$ cat config.mk
export PLATFORM = sky130hd
export DESIGN_NAME = vend_controller_flat
export DESIGN_NICKNAME = d
export VERILOG_FILES = /design/src/rtl/vend_controller_if.sv /design/src/rtl/vend_controller.sv /design/src/flat_wrapper.sv
export SDC_FILE = /design/constraint.sdc
export NUM_CORES = 1
export LEC_CHECK = 0
export ABC_AREA = 1
export CAP_MARGIN = 20
export CORE_MARGIN = 1
export CORE_UTILIZATION = 52
export CTS_CLUSTER_SIZE = 25
export DETAILED_ROUTE_END_ITERATION = 16
export PLACE_DENSITY = 0.74
export SKIP_LAST_GASP = 1
export SYNTH_ARGS = -nofsm -noshare
export SYNTH_HDL_FRONTEND = slang
export SYNTH_SLANG_ARGS = --single-unit
$ cat constraint.sdc
create_clock -name CLKb -period 2.5 [get_ports CLKb]
set_input_delay 0.25 -clock CLKb [delete_from_list [all_inputs] [get_ports CLKb]]
set_output_delay 0.25 -clock CLKb [all_outputs]
set_load 0.02 [all_outputs]
$ cat src/rtl/vend_controller_if.sv
// Coin-slot / actuator bundle between the vending front end and vend_controller.
// The front end is the master: it drives the customer and hopper inputs and observes the controller outputs.
interface vend_controller_if #(
  parameter int CREDIT_W = 8
);
  logic                coin_valid;
  logic [1:0]          coin_type;
  logic                vend_req;
  logic                cancel;
  logic                chg_ready;
  logic [CREDIT_W-1:0] credit;
  logic                item_out;
  logic                chg_valid;
  logic [1:0]          chg_type;
  logic                coin_reject;
  logic                low_credit;
  logic                busy;

  modport master (
    output coin_valid, coin_type, vend_req, cancel, chg_ready,
    input  credit, item_out, chg_valid, chg_type, coin_reject, low_credit, busy
  );

  modport slave (
    input  coin_valid, coin_type, vend_req, cancel, chg_ready,
    output credit, item_out, chg_valid, chg_type, coin_reject, low_credit, busy
  );
endinterface

$ cat src/rtl/vend_controller.sv
// Vending machine sequencer: coin acceptance, credit accumulation, item release and
// one-coin-at-a-time change return. All flops run on the falling edge of CLKb.
module vend_controller #(
  parameter int PRICE       = 75,
  parameter int MAX_CREDIT  = 200,
  parameter int CREDIT_W    = 8,
  parameter int VEND_CYCLES = 2
) (
  input  logic              CLKb,
  input  logic              RSTb,
  vend_controller_if.slave  bus
);

  localparam int CNT_W = (VEND_CYCLES > 1) ? $clog2(VEND_CYCLES) : 1;
  localparam logic [CNT_W-1:0]  CNT_LAST = CNT_W'(VEND_CYCLES - 1);
  localparam logic [CREDIT_W:0] PRICE_W  = (CREDIT_W+1)'(PRICE);
  localparam logic [CREDIT_W:0] MAX_W    = (CREDIT_W+1)'(MAX_CREDIT);
  localparam logic [CREDIT_W:0] C5       = (CREDIT_W+1)'(5);
  localparam logic [CREDIT_W:0] C10      = (CREDIT_W+1)'(10);
  localparam logic [CREDIT_W:0] C25      = (CREDIT_W+1)'(25);
  localparam logic [CREDIT_W:0] ZERO_W   = '0;

  typedef enum logic [1:0] {IDLE, ACCUM, VEND, CHANGE} state_t;

  state_t              state_q, state_d;
  logic [CREDIT_W-1:0] credit_q;
  logic [CREDIT_W:0]   credit_d;
  logic [CNT_W-1:0]    cnt_q, cnt_d;
  logic                item_q, item_d;
  logic                chg_valid_q, chg_valid_d;
  logic [1:0]          chg_type_q, chg_type_d;
  logic                reject_q, reject_d;
  logic                low_q, low_d;
  logic                busy_q, busy_d;
  logic [CREDIT_W:0]   credit_w;
  logic [CREDIT_W:0]   coin_sum;
  logic                coin_ok;

  function automatic logic [CREDIT_W:0] coin_cents(input logic [1:0] t);
    case (t)
      2'b00:   return C5;
      2'b01:   return C10;
      2'b10:   return C25;
      default: return ZERO_W;
    endcase
  endfunction

  function automatic logic [1:0] greedy_coin(input logic [CREDIT_W:0] c);
    if (c >= C25)      return 2'b10;
    else if (c >= C10) return 2'b01;
    else               return 2'b00;
  endfunction

  assign credit_w = {1'b0, credit_q};
  assign coin_sum = credit_w + coin_cents(bus.coin_type);
  assign coin_ok  = (bus.coin_type != 2'b11) && (coin_sum <= MAX_W);

  always_comb begin
    state_d  = state_q;
    credit_d = credit_w;
    cnt_d    = cnt_q;
    item_d   = 1'b0;
    reject_d = 1'b0;
    low_d    = 1'b0;
    case (state_q)
      IDLE, ACCUM: begin
        // A coin arriving alongside cancel or vend_req is always handed back.
        if (bus.cancel) begin
          reject_d = bus.coin_valid;
          if (credit_w != ZERO_W) state_d = CHANGE;
        end else if (bus.vend_req) begin
          reject_d = bus.coin_valid;
          if (credit_w >= PRICE_W) begin
            state_d  = VEND;
            credit_d = credit_w - PRICE_W;
            cnt_d    = '0;
            item_d   = 1'b1;
          end else begin
            low_d = 1'b1;
          end
        end else if (bus.coin_valid) begin
          if (coin_ok) begin
            credit_d = coin_sum;
            state_d  = ACCUM;
          end else begin
            reject_d = 1'b1;
          end
        end
      end
      VEND: begin
        reject_d = bus.coin_valid;
        if (cnt_q == CNT_LAST) begin
          state_d = (credit_w != ZERO_W) ? CHANGE : IDLE;
        end else begin
          cnt_d  = cnt_q + 1'b1;
          item_d = 1'b1;
        end
      end
      CHANGE: begin
        reject_d = bus.coin_valid;
        if (bus.chg_ready) begin
          credit_d = credit_w - coin_cents(chg_type_q);
          if (credit_d == ZERO_W) state_d = IDLE;
        end
      end
      default: state_d = IDLE;
    endcase
    chg_valid_d = (state_d == CHANGE);
    chg_type_d  = chg_valid_d ? greedy_coin(credit_d) : 2'b00;
    busy_d      = (state_d == VEND) || (state_d == CHANGE);
  end

  always_ff @(negedge CLKb or negedge RSTb) begin
    if (!RSTb) begin
      state_q     <= IDLE;
      credit_q    <= '0;
      cnt_q       <= '0;
      item_q      <= 1'b0;
      chg_valid_q <= 1'b0;
      chg_type_q  <= 2'b00;
      reject_q    <= 1'b0;
      low_q       <= 1'b0;
      busy_q      <= 1'b0;
    end else begin
      state_q     <= state_d;
      credit_q    <= credit_d[CREDIT_W-1:0];
      cnt_q       <= cnt_d;
      item_q      <= item_d;
      chg_valid_q <= chg_valid_d;
      chg_type_q  <= chg_type_d;
      reject_q    <= reject_d;
      low_q       <= low_d;
      busy_q      <= busy_d;
    end
  end

  assign bus.credit      = credit_q;
  assign bus.item_out    = item_q;
  assign bus.chg_valid   = chg_valid_q;
  assign bus.chg_type    = chg_type_q;
  assign bus.coin_reject = reject_q;
  assign bus.low_credit  = low_q;
  assign bus.busy        = busy_q;

endmodule

$ cat src/flat_wrapper.sv
// flat-port wrapper written by rule: the top's interface ports become plain ports
module vend_controller_flat 
#(
  parameter int PRICE       = 75,
  parameter int MAX_CREDIT  = 200,
  parameter int CREDIT_W    = 8,
  parameter int VEND_CYCLES = 2
)
  (CLKb, RSTb, bus_coin_valid, bus_coin_type, bus_vend_req, bus_cancel, bus_chg_ready, bus_credit, bus_item_out, bus_chg_valid, bus_chg_type, bus_coin_reject, bus_low_credit, bus_busy);
  vend_controller_if #(.CREDIT_W(CREDIT_W)) bus_i ();
  input  logic CLKb;
  input  logic RSTb;
  input wire logic [$bits(bus_i.coin_valid)-1:0] bus_coin_valid;
  input wire logic [$bits(bus_i.coin_type)-1:0] bus_coin_type;
  input wire logic [$bits(bus_i.vend_req)-1:0] bus_vend_req;
  input wire logic [$bits(bus_i.cancel)-1:0] bus_cancel;
  input wire logic [$bits(bus_i.chg_ready)-1:0] bus_chg_ready;
  output wire logic [$bits(bus_i.credit)-1:0] bus_credit;
  output wire logic [$bits(bus_i.item_out)-1:0] bus_item_out;
  output wire logic [$bits(bus_i.chg_valid)-1:0] bus_chg_valid;
  output wire logic [$bits(bus_i.chg_type)-1:0] bus_chg_type;
  output wire logic [$bits(bus_i.coin_reject)-1:0] bus_coin_reject;
  output wire logic [$bits(bus_i.low_credit)-1:0] bus_low_credit;
  output wire logic [$bits(bus_i.busy)-1:0] bus_busy;
  assign bus_i.coin_valid = bus_coin_valid;
  assign bus_i.coin_type = bus_coin_type;
  assign bus_i.vend_req = bus_vend_req;
  assign bus_i.cancel = bus_cancel;
  assign bus_i.chg_ready = bus_chg_ready;
  assign bus_credit = bus_i.credit;
  assign bus_item_out = bus_i.item_out;
  assign bus_chg_valid = bus_i.chg_valid;
  assign bus_chg_type = bus_i.chg_type;
  assign bus_coin_reject = bus_i.coin_reject;
  assign bus_low_credit = bus_i.low_credit;
  assign bus_busy = bus_i.busy;
  vend_controller #(.PRICE(PRICE), .MAX_CREDIT(MAX_CREDIT), .CREDIT_W(CREDIT_W), .VEND_CYCLES(VEND_CYCLES)) u_core (.CLKb(CLKb), .RSTb(RSTb), .bus(bus_i));
endmodule
* Yosys cells after proc, flatten, opt, wreduce, memory -nomap -nowiden
Index checks and enable logic that the tools add are counted.
Word-level totals: register bits 18, output and inout bits 15, word-level logic and storage cells 85
Cells by class: $add $sub $neg 4, magnitude comparators 4, equal/unequal tests 13, muxes and demuxes 44, reductions and logical operators 11
Operators by type and width (count):
- $mux W9 | 8
- $pmux W5 S3 | 2
- $mux W2 | 12
- $pmux W9 S2 | 1
- $mux W1 | 17
- $eq A2 B2 Y1 const B | 6
- $add A8 B5 Y9 | 1
- $ge A9 B4 Y1 const B | 1
- $ge A9 B5 Y1 const B | 1
- $le A9 B8 Y1 const B | 1
- $logic_not A9 Y1 | 1
- $reduce_bool A9 Y1 | 1
- $sub A8 B7 Y9 const B | 1
- $sub A8 B9 Y9 | 1
- $ge A8 B7 Y1 const B | 1
- $eq A2 B1 Y1 const B | 3
- $logic_not A2 Y1 | 3
- $ne A2 B2 Y1 const B | 3
- $pmux W1 S2 | 3
- $pmux W2 S3 | 1
- $reduce_and A4 Y1 | 1
- $reduce_or A2 Y1 | 2
- $ne A2 B1 Y1 const B | 1
- $reduce_bool A2 Y1 | 1
- 3 further kinds | 3

* Logic depth before layout (Yosys ltp)
Gate-level depths: netlist (run 1).
word-level depth 14, gate-level depth with buffers 23, depth with buffers taken out 23

==> load_flow_metrics.sql, run 1 <==
INSERT INTO impl_metrics (metric_group, metric, value, unit) VALUES
('status', 'outcome', 'finished, violations left', ''),
('status', 'failed_checks', 'setup timing', ''),
('synthesis', 'synth_enable_flop_cells', '0', ''),
('critical_path', 'worstRegToRegCells', '21', ''),
('cts', 'clock_insertion_delay_at_the_later_pin_of_the_skew_report', '280', 'ps'),
('final_layout', 'antennaDiodeCount', '0', ''),
('timing', 'final-hold-violation-count', '0', ''),
('timing', 'post-route-worst-setup-slack', '-1180', 'ps'),
('flow_run', 'timing.max_cap.violations', '0', ''),
('synthesis', 'synthFlopType', 'sky130_fd_sc_hd__dfrtn_1', ''),
('grt', 'grtUsageTotal', '33.6', '%'),
('drt', 'drc_errors', '0', ''),
('synthesis', 'syn_area', '0.00218', 'mm²'),
('place', 'port-buffer-count', '22', ''),
('drt', 'detail_route.wl_per_cell', '16.3', 'µm'),
('grt', 'antenna_found_initial', '0', ''),
('synthesis', 'synth.area.top_cells', 'sky130_fd_sc_hd__dfrtn_1 (21%), sky130_fd_sc_hd__nand2_1 (13%), sky130_fd_sc_hd__ha_1 (11%)', ''),
('final_layout', 'fillers', '239', ''),
('timing', 'worst_pin_slew', '507', 'ps'),
('die', 'coreArea', '0.00403', 'mm²'),
('grt', 'grt_start_max_net_pins', '19', ''),
('critical_path', 'arr_time_crit_path', '2560', 'ps'),
('drt', 'via_count', '2877', ''),
('synthesis', 'yosys_warnings', '0', ''),
('synthesis', 'post_synthesis_cell_count', '346', ''),
('place', 'dp_hpwl', '5240', 'µm'),
('die', 'die_w', '66.8', 'µm'),
('die', 'fp.dieH', '66.8', 'µm'),
('final_layout', 'post_route_cell_area', '0.00346', 'mm²'),
('drt', 'dr.first_iter.drc_count', '475', ''),
('cts', 'clk_pin_slew_worst_paths', '60', 'ps'),
('die', 'initial_utilization', '54.2', '%'),
('synthesis', 'avgSynthCellArea', '6.31', 'µm²'),
('cts', 'h_tree_depth', '1', ''),
('place', 'place_congestion', '1.03', ''),
('cts', 'cts_hold_buf', '0', ''),
('critical_path', 'worst_ep_required_time', '1380', 'ps'),
('final_layout', 'layout.nets', '475', ''),
('die', 'die_area', '0.00446', 'mm²'),
('grt', 'first_global_vias', '2467', ''),
('timing', 'setup_viol', '15', ''),
('critical_path', 'worst_r2r_endpoint', 'u_core.bus.chg_type[0]$_DFF_NN0_', ''),
('min_path', 'min_path_cells', '2', ''),
('die', 'row_count', '23', ''),
('timing', 'rsz0062_at_grt', 'yes', ''),
('timing', 'finalClockSkew', '7.16', 'ps'),
('synthesis', 'ys_ff_latch', '18', ''),
('cts', 'clock_path_buffers', '2', ''),
('synthesis', 'synth_largest_area_cell', 'sky130_fd_sc_hd__dfrtn_1', ''),
('synthesis', 'synth_most_common_cell', 'sky130_fd_sc_hd__nand2_1', ''),
('final_layout', 'area_growth_syn_to_layout', '58.3', '%'),
('synthesis', 'synth_commonest_cells', 'sky130_fd_sc_hd__nand2_1 (74), sky130_fd_sc_hd__inv_1 (55), sky130_fd_sc_hd__nor2_1 (36), sky130_fd_sc_hd__nand3_1 (35), sky130_fd_sc_hd__a21oi_1 (30)', ''),
('final_layout', 'sequential_cell_area', '450', 'µm²'),
('die', 'boundaryPins', '23', ''),
('drt', 'wl', '8080', 'µm'),
('synthesis', 'synth_sequential_area_ratio', '20.6', '%'),
('place', 'placed_cell_area', '0.00295', 'mm²'),
('drt', 'via_per_inst', '5.81', ''),
('min_path', 'hold_path.class', 'reg2reg', ''),
('cts', 'tritoncts_clock_tree', 'built', ''),
('grt', 'wire_length_of_the_first_global_routing_pass', '11200', 'µm'),
('grt', 'grt_overflow_total', '0', ''),
('synthesis', 'postSynth.asyncResetShare', '100', '%'),
('critical_path', 'cp-end-kind', 'flip-flop', ''),
('synthesis', 'mappedNetlistNets', '375', ''),
('critical_path', 'rrSetupSlack', '-390', 'ps'),
('critical_path', 'class_of_the_most_critical_setup_path', 'in2reg', ''),
('min_path', 'hold_path.startpoint', 'u_core.cnt_q$_DFFE_NN0P_', ''),
('timing', 'timing.max_slew.rel_slack', '65.9', '%'),
('cts', 'tritoncts.num_buffers', '3', ''),
('synthesis', 'netlist.area_leader.share', '20.6', '%');
-- state kept, by name, indices dropped and copies added, names as in the netlist --
name                    cells
u_core.bus.busy             1
u_core.bus.chg_type         2
u_core.bus.chg_valid        1
u_core.bus.coin_reject      1
u_core.bus.credit           8
u_core.bus.item_out         1
u_core.bus.low_credit       1
u_core.cnt_q                1
u_core.state_q              2
-- cells by family after synthesis --
kind of cell | count (synthesis) | share of synthesized area (%)
AO/OA/AOI/OAI | 59 | 15.8
XOR/XNOR | 4 | 1.60
AND/OR/NAND/NOR | 176 | 37.0
buffers and inverters | 68 | 12.3
adder cells (fa/ha/maj) | 21 | 12.7
flip-flops | 18 | 20.6
-- layout make-up --
| class | count | area share (%) |
|---|---|---|
| clock buffer | 4 | 1.59 |
| inverter | 60 | 6.95 |
| multi-input combinational | 262 | 52.2 |
| sequential | 18 | 13.0 |
| tap | 50 | 1.81 |
| timing repair buffer | 101 | 24.4 |
-- worst max path at each step --
stage	cells past startpoint	from	slack (ps)	end
after floorplan	21	bus_coin_type[0]	-1010	u_core.bus.chg_type[0]$_DFF_NN0_
after global placement	20	bus_coin_type[0]	-1870	u_core.bus.chg_type[1]$_DFF_NN0_
after detailed placement	22	bus_coin_type[0]	-1950	u_core.bus.chg_type[0]$_DFF_NN0_
after CTS	23	bus_coin_type[0]	-1150	u_core.bus.chg_type[0]$_DFF_NN0_
after global routing	18	bus_coin_type[1]	-1450	u_core.bus.chg_type[0]$_DFF_NN0_
final	22	bus_coin_type[0]	-1180	u_core.bus.chg_type[0]$_DFF_NN0_
-- metal layers --
layer	part of all wire [%]	vias up	global-route usage (%)
li1	-	1328	-
met1	40	1307	42.9
met2	48	187	57.4
met3	8.1	55	4.11
met4	4.3	0	11.7
met5	0	-	0
-- cells in the final DEF (no fill, tap or decap), types with 14 or more instances in the layout --
cell type and instances:
sky130_fd_sc_hd__nand2_1 45, sky130_fd_sc_hd__dfrtn_1 18, sky130_fd_sc_hd__a21oi_1 26, sky130_fd_sc_hd__o21ai_0 14
sky130_fd_sc_hd__nand3_1 24, sky130_fd_sc_hd__inv_1 40, sky130_fd_sc_hd__nor2_1 32, sky130_fd_sc_hd__nand2_2 32
sky130_fd_sc_hd__buf_4 69, sky130_fd_sc_hd__inv_2 16
-- worst max-delay path: stages --
cell                      delay (ps)
sky130_fd_sc_hd__buf_12          120
sky130_fd_sc_hd__inv_12           50
sky130_fd_sc_hd__ha_4            130
sky130_fd_sc_hd__inv_2            40
sky130_fd_sc_hd__fa_2            530
sky130_fd_sc_hd__inv_2            40
sky130_fd_sc_hd__nor2_1           90
sky130_fd_sc_hd__nand3_1          80
sky130_fd_sc_hd__nand3_1          90
sky130_fd_sc_hd__nand2_1          80
sky130_fd_sc_hd__inv_2            70
sky130_fd_sc_hd__nand2_4          70
sky130_fd_sc_hd__nand2_8          90
sky130_fd_sc_hd__nand4_1         130
sky130_fd_sc_hd__nand3_2         120
sky130_fd_sc_hd__nand2_2          80
sky130_fd_sc_hd__nand2_2          90
sky130_fd_sc_hd__nand2_2          70
sky130_fd_sc_hd__nor2_1          120
sky130_fd_sc_hd__nand2_1          80
sky130_fd_sc_hd__nand3_1          70
sky130_fd_sc_hd__nor2_1           50
-- stage by stage --
step	util [%]	hold slack (ps)	cells	worst slack, ps	setup TNS [ps]
2_1_floorplan	-	441	346	-1010	-11160
3_3_place_gp	73.2	464	470	-1870	-25210
3_5_place_dp	73.2	471	470	-1950	-26020
4_1_cts	80.4	472	490	-1150	-13920
5_1_grt	85.8	514	495	-1450	-17480
6_report	85.8	497	495	-1180	-14050
-- repair_timing --
| item | in CTS | in global routing |
|---|---|---|
| buffers inserted | 14 | 11 |
| resized for setup | 83 | 67 |
| cloned | 2 | 0 |
| pin swaps | 22 | 43 |
| setup endpoints to repair | 31 | 26 |
Power of run 1 is not shown: default switching activity piles up to over one toggle a cycle in this logic, so the estimate is an artifact.
==> run 2: changes to the inputs <==
--- a/config.mk
+++ b/config.mk
@@ -7,11 +7,13 @@
 export LEC_CHECK = 0
 export ABC_AREA = 1
 export CAP_MARGIN = 20
+export CELL_PAD_IN_SITES_DETAIL_PLACEMENT = 0
+export CELL_PAD_IN_SITES_GLOBAL_PLACEMENT = 1
 export CORE_MARGIN = 1
-export CORE_UTILIZATION = 52
+export CORE_UTILIZATION = 37
 export CTS_CLUSTER_SIZE = 25
 export DETAILED_ROUTE_END_ITERATION = 16
-export PLACE_DENSITY = 0.74
+export PLACE_DENSITY = 0.75
 export SKIP_LAST_GASP = 1
 export SYNTH_ARGS = -nofsm -noshare
 export SYNTH_HDL_FRONTEND = slang
==> run 2 against run 1 <==
Effect of this change: the run still ends with setup timing left; die area grew 39%; clock-buffer cell count is the same; clock skew is essentially flat; first-iteration DRC count shrank 72%; hold slack lost 19 ps; via count shrank 8.4%; final cell count grew 6.7%; critical path type unchanged; critical endpoint unchanged.
==> load_flow_metrics.sql, run 2 (synthesized netlist as in run 1, its figures left out) <==
INSERT INTO impl_metrics (metric_group, metric, value, unit) VALUES
('final_layout', 'area_growth_syn_to_layout', '65.7', '%'),
('drt', 'via_per_inst', '4.99', ''),
('critical_path', 'class_of_the_most_critical_setup_path', 'in2reg', ''),
('critical_path', 'cp_slowest_cell', 'sky130_fd_sc_hd__fa_2', ''),
('timing', 'rsz0062_at_grt', 'yes', ''),
('final_layout', 'post_route_cell_area', '0.00362', 'mm²'),
('critical_path', 'crit_fanout', '6', ''),
('timing', 'slew_viol_final', '0', ''),
('timing', 'final-hold-violation-count', '0', ''),
('critical_path', 'cp_slowest_stage_delay', '520', 'ps'),
('cts', 'clock_sink_count', '18', ''),
('die', 'die_area', '0.00621', 'mm²'),
('drt', 'drt_first_pass_iters', '4', ''),
('critical_path', 'worst_ep_required_time', '1380', 'ps'),
('final_layout', 'final_util', '64.5', '%'),
('timing', 'setup-tns-final', '-13900', 'ps'),
('critical_path', 'critical-path-top-cell-by-count', 'sky130_fd_sc_hd__nand3_2', ''),
('critical_path', 'rrSetupSlack', '-390', 'ps'),
('place', 'dp_hpwl', '5740', 'µm'),
('pwr', 'p_leak', '1.82', 'nW'),
('die', 'boundaryPins', '23', ''),
('min_path', 'whs_endpoint', 'u_core.cnt_q$_DFFE_NN0P_', ''),
('timing', 'timing.max_slew.rel_slack', '64.4', '%'),
('status', 'outcome', 'finished, violations left', ''),
('grt', 'grtUsageTotal', '26.2', '%'),
('critical_path', 'cp-end-kind', 'flip-flop', ''),
('cts', 'clock_insertion_delay_at_the_later_pin_of_the_skew_report', '280', 'ps'),
('cts', 'h_tree_depth', '1', ''),
('pwr', 'vdd_drop_max', '0.00115', 'V'),
('critical_path', 'worst_setup_path_start_kind', 'input pin', ''),
('grt', 'wire_length_of_the_first_global_routing_pass', '12500', 'µm'),
('critical_path', 'critical_path.reg2reg.startpoint', 'u_core.bus.credit[0]$_DFF_NN0_', ''),
('timing', 'worst_pin_slew', '530', 'ps'),
('grt', 'grt_overflow_total', '0', ''),
('pwr', 'power.density_cell_area', '1650', 'mW/mm²'),
('cts', 'clk_pin_slew_worst_paths', '50', 'ps'),
('grt', 'grt_start_max_net_pins', '19', ''),
('place', 'dp_cells', '496', ''),
('min_path', 'min_path_cells', '2', ''),
('cts', 'tritoncts.num_buffers', '3', ''),
('die', 'die_w', '78.8', 'µm'),
('cts', 'clock_path_buffers', '2', ''),
('place', 'place_congestion', '0.930', ''),
('timing', 'post-route-worst-setup-slack', '-1140', 'ps'),
('flow_run', 'timing.max_cap.violations', '0', ''),
('min_path', 'hold_path.startpoint', 'u_core.cnt_q$_DFFE_NN0P_', ''),
('min_path', 'hold_path.class', 'reg2reg', ''),
('drt', 'detail_route.wl_per_cell', '14.8', 'µm'),
('drt', 'dr.first_iter.drc_count', '135', ''),
('drt', 'drc_errors', '0', ''),
('critical_path', 'buffering_stage_count_on_the_worst_path_with_inverters_included', '6', ''),
('critical_path', 'crit_start', 'bus_coin_type[0]', ''),
('status', 'failed_checks', 'setup timing', ''),
('final_layout', 'share_of_cells_above_drive_strength_1', '45.4', '%'),
('place', 'port-buffer-count', '22', ''),
('timing', 'finalClockSkew', '7.23', 'ps'),
('final_layout', 'most-common-layout-cells', 'sky130_fd_sc_hd__buf_4 (78), sky130_fd_sc_hd__nand2_1 (46), sky130_fd_sc_hd__inv_1 (42)', ''),
('timing', 'setup_viol', '16', ''),
('die', 'initial_utilization', '38.9', '%'),
('final_layout', 'final_cell_count_no_fill', '528', ''),
('grt', 'first_global_vias', '2622', ''),
('final_layout', 'final_common_cell', 'sky130_fd_sc_hd__buf_4', ''),
('die', 'fp.dieH', '78.8', 'µm'),
('drt', 'detail-route-antenna-nets', '0', ''),
('die', 'row_count', '27', ''),
('final_layout', 'layout.nets', '486', ''),
('cts', 'cts_hold_buf', '0', ''),
('cts', 'tritoncts_clock_tree', 'built', ''),
('timing', 'final.hold.worst_slack', '479', 'ps'),
('drt', 'via_count', '2636', ''),
('grt', 'antenna_found_initial', '0', ''),
('critical_path', 'worstRegToRegCells', '20', ''),
('final_layout', 'antennaDiodeCount', '0', ''),
('place', 'placed_cell_area', '0.00301', 'mm²'),
('critical_path', 'arr_time_crit_path', '2520', 'ps'),
('critical_path', 'timing.critical_path.cells', 'buf_12 -> inv_12 -> ha_4 -> inv_2 -> fa_2 -> inv_2 -> nor2_4 -> nand3_2 -> nand3_2 -> nand2_1 -> inv_1 -> nand2_2 -> nand2_4 -> nand3_4 -> buf_6 -> nand2_4 -> nand3_4 -> a21oi_4 -> nand3_2 -> nor2_1 -> nor2_1', ''),
('cts', 'cts_root_buffer', 'sky130_fd_sc_hd__clkbuf_8', ''),
('critical_path', 'worst_r2r_endpoint', 'u_core.bus.chg_type[0]$_DFF_NN0_', ''),
('die', 'coreArea', '0.00561', 'mm²'),
('final_layout', 'largest_register_ff_count', '8', ''),
('critical_path', 'worst_path_dominant_cell_family', 'simple AND/OR/NAND/NOR gates', ''),
('drt', 'wl', '7830', 'µm');
## run 2: cell types whose count changed in the layout (fill, tap and decap cells not counted), moves of 3 or more
cell and change:
sky130_fd_sc_hd__buf_4 +9, sky130_fd_sc_hd__buf_6 +5, sky130_fd_sc_hd__inv_2 -3, sky130_fd_sc_hd__nand2_2 -5
sky130_fd_sc_hd__nand2_4 +4, sky130_fd_sc_hd__nor2_1 -3, sky130_fd_sc_hd__o21ai_0 -3, sky130_fd_sc_hd__o21ai_1 +3
## run 2: tightest hold or removal path: stages, from the launching register on
cell                      delay [ps]
sky130_fd_sc_hd__dfrtn_1         450
sky130_fd_sc_hd__o21ai_2          60
sky130_fd_sc_hd__nand2_1          50
## run 2: worst max-delay path by stage
stage | to | cells after the start
floorplan | u_core.bus.chg_type[0]$_DFF_NN0_ | 21
global placement | u_core.bus.chg_type[0]$_DFF_NN0_ | 22
detailed placement | u_core.bus.chg_type[0]$_DFF_NN0_ | 22
CTS | u_core.bus.chg_type[1]$_DFF_NN0_ | 22
global route | u_core.bus.chg_type[0]$_DFF_NN0_ | 23
finish | u_core.bus.chg_type[0]$_DFF_NN0_ | 21
## run 2: repair_timing
item	in CTS	in global routing
resized for setup	101	70
endpoints found under the setup margin	32	24
pin swaps	31	35
buffers inserted	25	9
## run 2: layout make-up
cell class	instances	area (µm²)
clock buffer	4	55.1
fill	525	1990
inverter	60	244
multi-input combinational	260	1810
sequential	18	450
tap	72	90.1
timing repair buffer	114	965
## run 2: per-stage QoR
stage / setup slack, ps / total power, mW
floorplan: -1010 / 2.93
global placement: -1950 / 4.59
detailed placement: -1970 / 4.60
CTS: -1270 / 5.36
global route: -1280 / 6.47
finish: -1140 / 5.96
## run 2: layer usage
layer	wire length [µm]	share of wire (%)	track usage (%)
met5	0	0	0
met4	109	1.4	7.27
met3	356	4.5	2.64
met2	3880	50	44.4
met1	3490	45	35.1
## run 2: power breakdown
group	leakage (nW)	switching [mW]	total, mW	internal (mW)
clock network	0.0288	0.112	0.253	0.141
logic	1.58	2.81	5.17	2.35
registers	0.214	0.105	0.546	0.440
total	1.82	3.03	5.96	2.94
(Power assumes the default switching activity.)
